$ cat src/rtl/toggle_gen_bank_pkg.sv
// Shared sizing helpers for the toggle generator bank and its benches.
package toggle_gen_bank_pkg;

   // Lane-index width, never narrower than one bit so a single-lane build still has a port.
   function automatic int ch_w(input int n);
      return (n > 1) ? $clog2(n) : 1;
   endfunction

   localparam int DEF_CHANNELS = 4;
   localparam int CH_W         = ch_w(DEF_CHANNELS);

endpackage

$ cat src/rtl/toggle_gen_bank_lane.sv
// One square-wave lane: programmable divider, phase toggle, output inversion, terminal-count tick.
module toggle_gen_lane #(
   parameter int WIDTH       = 8,
   parameter int DEFAULT_DIV = 0
) (
   input  logic             clk,
   input  logic             rst,
   input  logic             en,
   input  logic             we,
   input  logic [WIDTH-1:0] wr_div,
   input  logic             wr_inv,
   output logic             wave,
   output logic             tick
);

   logic [WIDTH-1:0] cnt, div;
   logic             phase, inv;

   logic [WIDTH-1:0] cnt_nxt, div_nxt;
   logic             phase_nxt, inv_nxt, tick_nxt;

   // A write wins over a coincident terminal count: it reloads the lane and suppresses the toggle.
   always_comb begin
      cnt_nxt   = cnt;
      div_nxt   = div;
      phase_nxt = phase;
      inv_nxt   = inv;
      tick_nxt  = 1'b0;
      if (we) begin
         cnt_nxt = '0;
         div_nxt = wr_div;
         inv_nxt = wr_inv;
      end else if (en) begin
         if (cnt == div) begin
            cnt_nxt   = '0;
            phase_nxt = ~phase;
            tick_nxt  = 1'b1;
         end else begin
            cnt_nxt = cnt + WIDTH'(1);
         end
      end
   end

   always_ff @(posedge clk or posedge rst) begin
      if (rst) begin
         cnt   <= '0;
         div   <= WIDTH'(DEFAULT_DIV);
         phase <= 1'b0;
         inv   <= 1'b0;
         wave  <= 1'b0;
         tick  <= 1'b0;
      end else begin
         cnt   <= cnt_nxt;
         div   <= div_nxt;
         phase <= phase_nxt;
         inv   <= inv_nxt;
         wave  <= phase_nxt ^ inv_nxt;
         tick  <= tick_nxt;
      end
   end

endmodule

$ cat src/rtl/toggle_gen_bank.sv
// Bank of independent toggle lanes configured one at a time through a shared write port.
module toggle_gen_bank
   import toggle_gen_bank_pkg::*;
#(
   parameter int CHANNELS    = 4,
   parameter int WIDTH       = 8,
   parameter int DEFAULT_DIV = 0
) (
   input  logic                        clk,
   input  logic                        rst,
   input  logic [CHANNELS-1:0]         en,
   input  logic                        cfg_we,
   input  logic [ch_w(CHANNELS)-1:0]   cfg_ch,
   input  logic [WIDTH-1:0]            cfg_div,
   input  logic                        cfg_inv,
   output logic [CHANNELS-1:0]         wave,
   output logic [CHANNELS-1:0]         tick
);

   localparam int CW = ch_w(CHANNELS);

   logic [CHANNELS-1:0] we_lane;

   // Out-of-range indices match no lane, so such writes fall away naturally.
   for (genvar i = 0; i < CHANNELS; i++) begin : g_lane
      assign we_lane[i] = cfg_we && (cfg_ch == CW'(i));

      toggle_gen_lane #(
         .WIDTH       (WIDTH),
         .DEFAULT_DIV (DEFAULT_DIV)
      ) u_lane (
         .clk    (clk),
         .rst    (rst),
         .en     (en[i]),
         .we     (we_lane[i]),
         .wr_div (cfg_div),
         .wr_inv (cfg_inv),
         .wave   (wave[i]),
         .tick   (tick[i])
      );
   end

endmodule

$ cat config.mk
export PLATFORM = sky130hd
export DESIGN_NAME = toggle_gen_bank
export DESIGN_NICKNAME = d
export VERILOG_FILES = /design/src/rtl/toggle_gen_bank_pkg.sv /design/src/rtl/toggle_gen_bank_lane.sv /design/src/rtl/toggle_gen_bank.sv
export SDC_FILE = /design/constraint.sdc
export NUM_CORES = 1
export LEC_CHECK = 0
export CORE_MARGIN = 2
export CORE_UTILIZATION = 30
export DETAILED_ROUTE_END_ITERATION = 10
export PLACE_DENSITY = 0.5
export RECOVER_POWER = 25
export SLEW_MARGIN = 5
export SYNTH_ARGS = -nofsm -noshare
export SYNTH_HDL_FRONTEND = slang
export SYNTH_HIERARCHICAL = 1
export SYNTH_SLANG_ARGS = --single-unit
$ cat constraint.sdc
create_clock -name clk -period 4.85 [get_ports clk]
set_input_delay 0.97 -clock clk [delete_from_list [all_inputs] [get_ports clk]]
set_output_delay 0.97 -clock clk [all_outputs]
set_load 0.1 [all_outputs]
==> metrics list <==
- Mean routed wirelength per cell: 15.8 µm
* Fin. max-slew vios: 0
- Total half-perimeter wirelength after legalization and detailed placement: 6100 µm
- Number of antenna violations at the first check in global routing: 0
- STA puts the critical path data required time at 5.09 ns.
* Worst max-slew margin expressed relative to the limit: 27.8%
* Power density over the cells: 521 nW/µm²
- The count of nets left with antenna violations once routing finished came out at 0.
- CTS clock-pin slew for the worst setup and hold paths: 0.06 ns
* Cell count after synthesis: 360
- Main combinational cell family by area after synthesis: XOR/XNOR gates
- On the critical path, the stage with the largest delay is an instance of sky130_fd_sc_hd__clkbuf_1.
- CTS Buf Count: 9
- The H-tree was split into 3 levels.
- Fill count: 1,436
- Total core area: 14,400 µm²
- Number of cells traversed by the worst register-to-register path: 4
- Area grow syn2layout: 15.5%
* Post-placement setup slack: 1.75 ns
* Mean instance size in the synthesized netlist: 12.2 µm²
- For the worst setup path, the data arrival time is 3.34 ns.
* Outcome: finished, final reports clean
- Setup slack on the critical path of the routed design comes to 1.75 ns.
- Vias in the first global route: 2,891
* Pin count of the biggest net entering global routing: 21
- After detailed routing, the total wire length is 9010 µm.
- Buffers inserted during post-CTS setup optimization: 0
- For this run, the number of Yosys warnings is 6.
- Leading cell types in the layout, fill and taps excluded: sky130_fd_sc_hd__dfrtp_1 (80), sky130_fd_sc_hd__mux2_2 (36), sky130_fd_sc_hd__nand2_1 (36)
- Worst stage delay on the critical path: 0.82 ns
- Counting tap cells, the placed design contains a total of 555 instances.
- Global routing consumed, on the met3 layer, 3.21% of the routing resources.
- The first global-routing pass estimated 15,100 µm of wire.
- Starting utilization of the core area: 30.5%
- Across all layers, the routed design uses 2,793 vias.
* Unrepaired setup endpoints after global routing: false
- TritonCTS clock tree: built
- Global-route congestion overflow total: 0
- Critical path class: primary input to flip-flop
- Setup skew after layout: 0.00418 ns
- When the netlist entered floorplanning its net count stood at 382.
- Summing the areas of all compound-gate instances in the mapped netlist gives 10.2% of the synthesized area.
- Across every metal layer, demand over resource in global routing totals 12.2%.
- Global routing usage on met1: 16.6%
- STA classifies the critical path startpoint as a primary input.
* Seq/Total Area, Yosys: 45.5%
* Simple-gate portion of the synthesized area: 14.4%
- In this run the count of I/O pins placed on the die edge is 26.
* Average vias per placed instance: 4.91
- The worst setup path is captured at a flip-flop.
* Hold Crit Depth: 1
* Share of final-layout standard cells stronger than drive strength 1: 23.4%
- Busiest grt layer: met2
- Layout net count: 404
- Mux share of post-synthesis cell area: 10.1%
* Worst hold margin: 0.472 ns
* Total of max-cap violations: 0
- RePlAce Congestion: 0.730
* Drc violations: 0
* Logic depth of the worst setup path including buffers: 7
- Final hold violations: 0
- The worst hold path belongs to the class flip-flop to flip-flop.
- The clock drives 80 sinks.
- Post-Layout Cell Count: 569
- Final setup fails: 0
* Area share of xor/xnor cells in the synthesized design: 16.1%
* Number of buffers inserted by port buffering: 25
- Worst IR drop on VDD: 0.320 mV
- Among cell families on the critical path, the largest total delay comes from buffers and inverters.
* Period utilisation layout: 64.0%
- Share of synthesized cell area in full adder, half adder and majority cells: 1.14%
* Sum Neg Setup Slack: 0 ns
- Multi-input logic area: 2280 µm²
* Die extent in y: 125 µm
* Min Tclk post-route: 3.10 ns
- Horizontal die dimension: 125 µm
- Clock Tree Buf Depth: 2
- 1st-iter DRT viols: 174
* Leakage power total: 1.93 nW
- The sequential cells in the finished layout cover a total of 2000 µm².
- Slew @ Worst Pin: 1.08 ns
- The netlist uses 34 different library cells.
- Met2 usage: 18.7%
- Synthesis-stage register bit count: 80
- PnR Total Power: 2.64 mW
* Largest fanout of any net on the critical path: 20
- After clock tree synthesis, the repair step resized 0 gates.
- Site row count: 44
* Critical Path, Cell by Cell: dlygate4sd3_1, nor3b_1, clkbuf_1, o2111ai_1, nor2_1, xnor2_1, a211oi_1
* Quantity of hold-fixing buffers added after cts: 0
- For the worst-skew pair, the clock arrives at the later sink with an insertion delay of 0.34 ns.
* Number of diodes: 0
* Number of search-and-repair iterations in the first detailed-routing pass: 4
- Bufs and invs on worst path: 2
- The library cell used most frequently in the layout, excluding fill and tap cells, is sky130_fd_sc_hd__dfrtp_1.
* Total Die Area: 15,600 µm²
- Netlist area before placement: 4400 µm²
- Achievable clock frequency: 322 MHz
- The cell sitting at the root of the clock tree is a sky130_fd_sc_hd__clkbuf_16.
synthesized netlist by cell type:
library cell	n	share of area, %
sky130_fd_sc_hd__and2_1	4	0.57
sky130_fd_sc_hd__nor4_1	8	1.1
sky130_fd_sc_hd__o211ai_1	8	1.4
sky130_fd_sc_hd__mux2_2	36	9.2
sky130_fd_sc_hd__nor4_4	4	1.9
sky130_fd_sc_hd__a211oi_1	8	1.4
sky130_fd_sc_hd__nor2_1	12	1.0
sky130_fd_sc_hd__xnor2_1	12	2.4
sky130_fd_sc_hd__nor3_1	8	0.91
sky130_fd_sc_hd__and3b_1	2	0.40
sky130_fd_sc_hd__nand3_1	4	0.46
sky130_fd_sc_hd__mux2i_1	4	0.91
sky130_fd_sc_hd__buf_4	4	0.68
sky130_fd_sc_hd__o2111ai_1	4	0.80
sky130_fd_sc_hd__inv_2	4	0.34
sky130_fd_sc_hd__a21oi_1	20	2.3
sky130_fd_sc_hd__nand2_1	36	3.1
sky130_fd_sc_hd__xor3_1	4	2.2
sky130_fd_sc_hd__xor2_1	8	1.6
sky130_fd_sc_hd__clkbuf_1	8	0.68
sky130_fd_sc_hd__o21ai_0	12	1.4
sky130_fd_sc_hd__xnor2_2	20	7.4
sky130_fd_sc_hd__inv_1	4	0.34
sky130_fd_sc_hd__ha_1	4	1.1
sky130_fd_sc_hd__nand4_1	4	0.57
sky130_fd_sc_hd__o21a_1	8	1.4
sky130_fd_sc_hd__nor3b_2	1	0.28
sky130_fd_sc_hd__nand4_4	8	3.9
sky130_fd_sc_hd__xnor2_4	4	2.5
sky130_fd_sc_hd__a31oi_1	4	0.57
sky130_fd_sc_hd__buf_2	4	0.46
sky130_fd_sc_hd__dfrtp_1	80	46
sky130_fd_sc_hd__o22ai_1	8	1.1
sky130_fd_sc_hd__and3_2	1	0.17
path summary, 6_finish.rpt:
check | start | end | slack, ns
max | cfg_ch[0] | g_lane[0].u_lane/cnt[6] | 1.75
min | g_lane[3].u_lane/phase | g_lane[3].u_lane/phase | 0.47
max reg2reg | g_lane[1].u_lane/cnt[3] | g_lane[1].u_lane/wave | 3.12
min reg2reg | g_lane[3].u_lane/phase | g_lane[3].u_lane/phase | 0.47
max in group asynchronous | rst | g_lane[3].u_lane/cnt[5] | 2.99
min in group asynchronous | rst | g_lane[1].u_lane/div[2] | 1.35
power by group:
part / leakage (nW) / internal [mW] / switching, mW
Sequential: 0.959 / 0.843 / 0.249
Combinational: 0.836 / 0.444 / 0.465
Clock: 0.135 / 0.384 / 0.258
logic make-up after synthesis:
logic type                 count (synthesis)
buffers and inverters                     24
and+or+nand+nor                           92
muxes                                     40
AOI/OAI and AO/OA                         72
DFF                                       80
adders and majority gates                  4
xor gates and xnor gates                  48
area by class of cell:
type / instances / share of cell area, %
multi-input combinational: 256 / 44.9
sequential: 80 / 39.4
clock buffer: 14 / 5.40
timing repair buffer: 27 / 5.15
tap: 184 / 4.53
inverter: 8 / 0.591
per-layer routing:
layer  part of all wire [%]  vias up  wire (µm)
li1                       -     1337          -
met1                     48     1399       4360
met2                     46       45       4190
met3                    3.6       12        320
met4                    1.7        0        149
met5                      0        -          0
state kept, by name (all words and copies together) (netlist names):
| register | flops |
|---|---|
| g_lane.u_lane/div | 32 |
| g_lane.u_lane/phase | 4 |
| g_lane.u_lane/tick | 4 |
| g_lane.u_lane/cnt | 32 |
| g_lane.u_lane/inv | 4 |
| g_lane.u_lane/wave | 4 |
per-stage QoR:
stage | area (µm²) | util (%)
finish | 5080 | 35.2
detailed placement | 4810 | 33.4
global placement | 4810 | 33.4
global route | 5080 | 35.2
floorplan | 4400 | -
CTS | 5090 | 35.3
(Power assumes the default switching activity.)
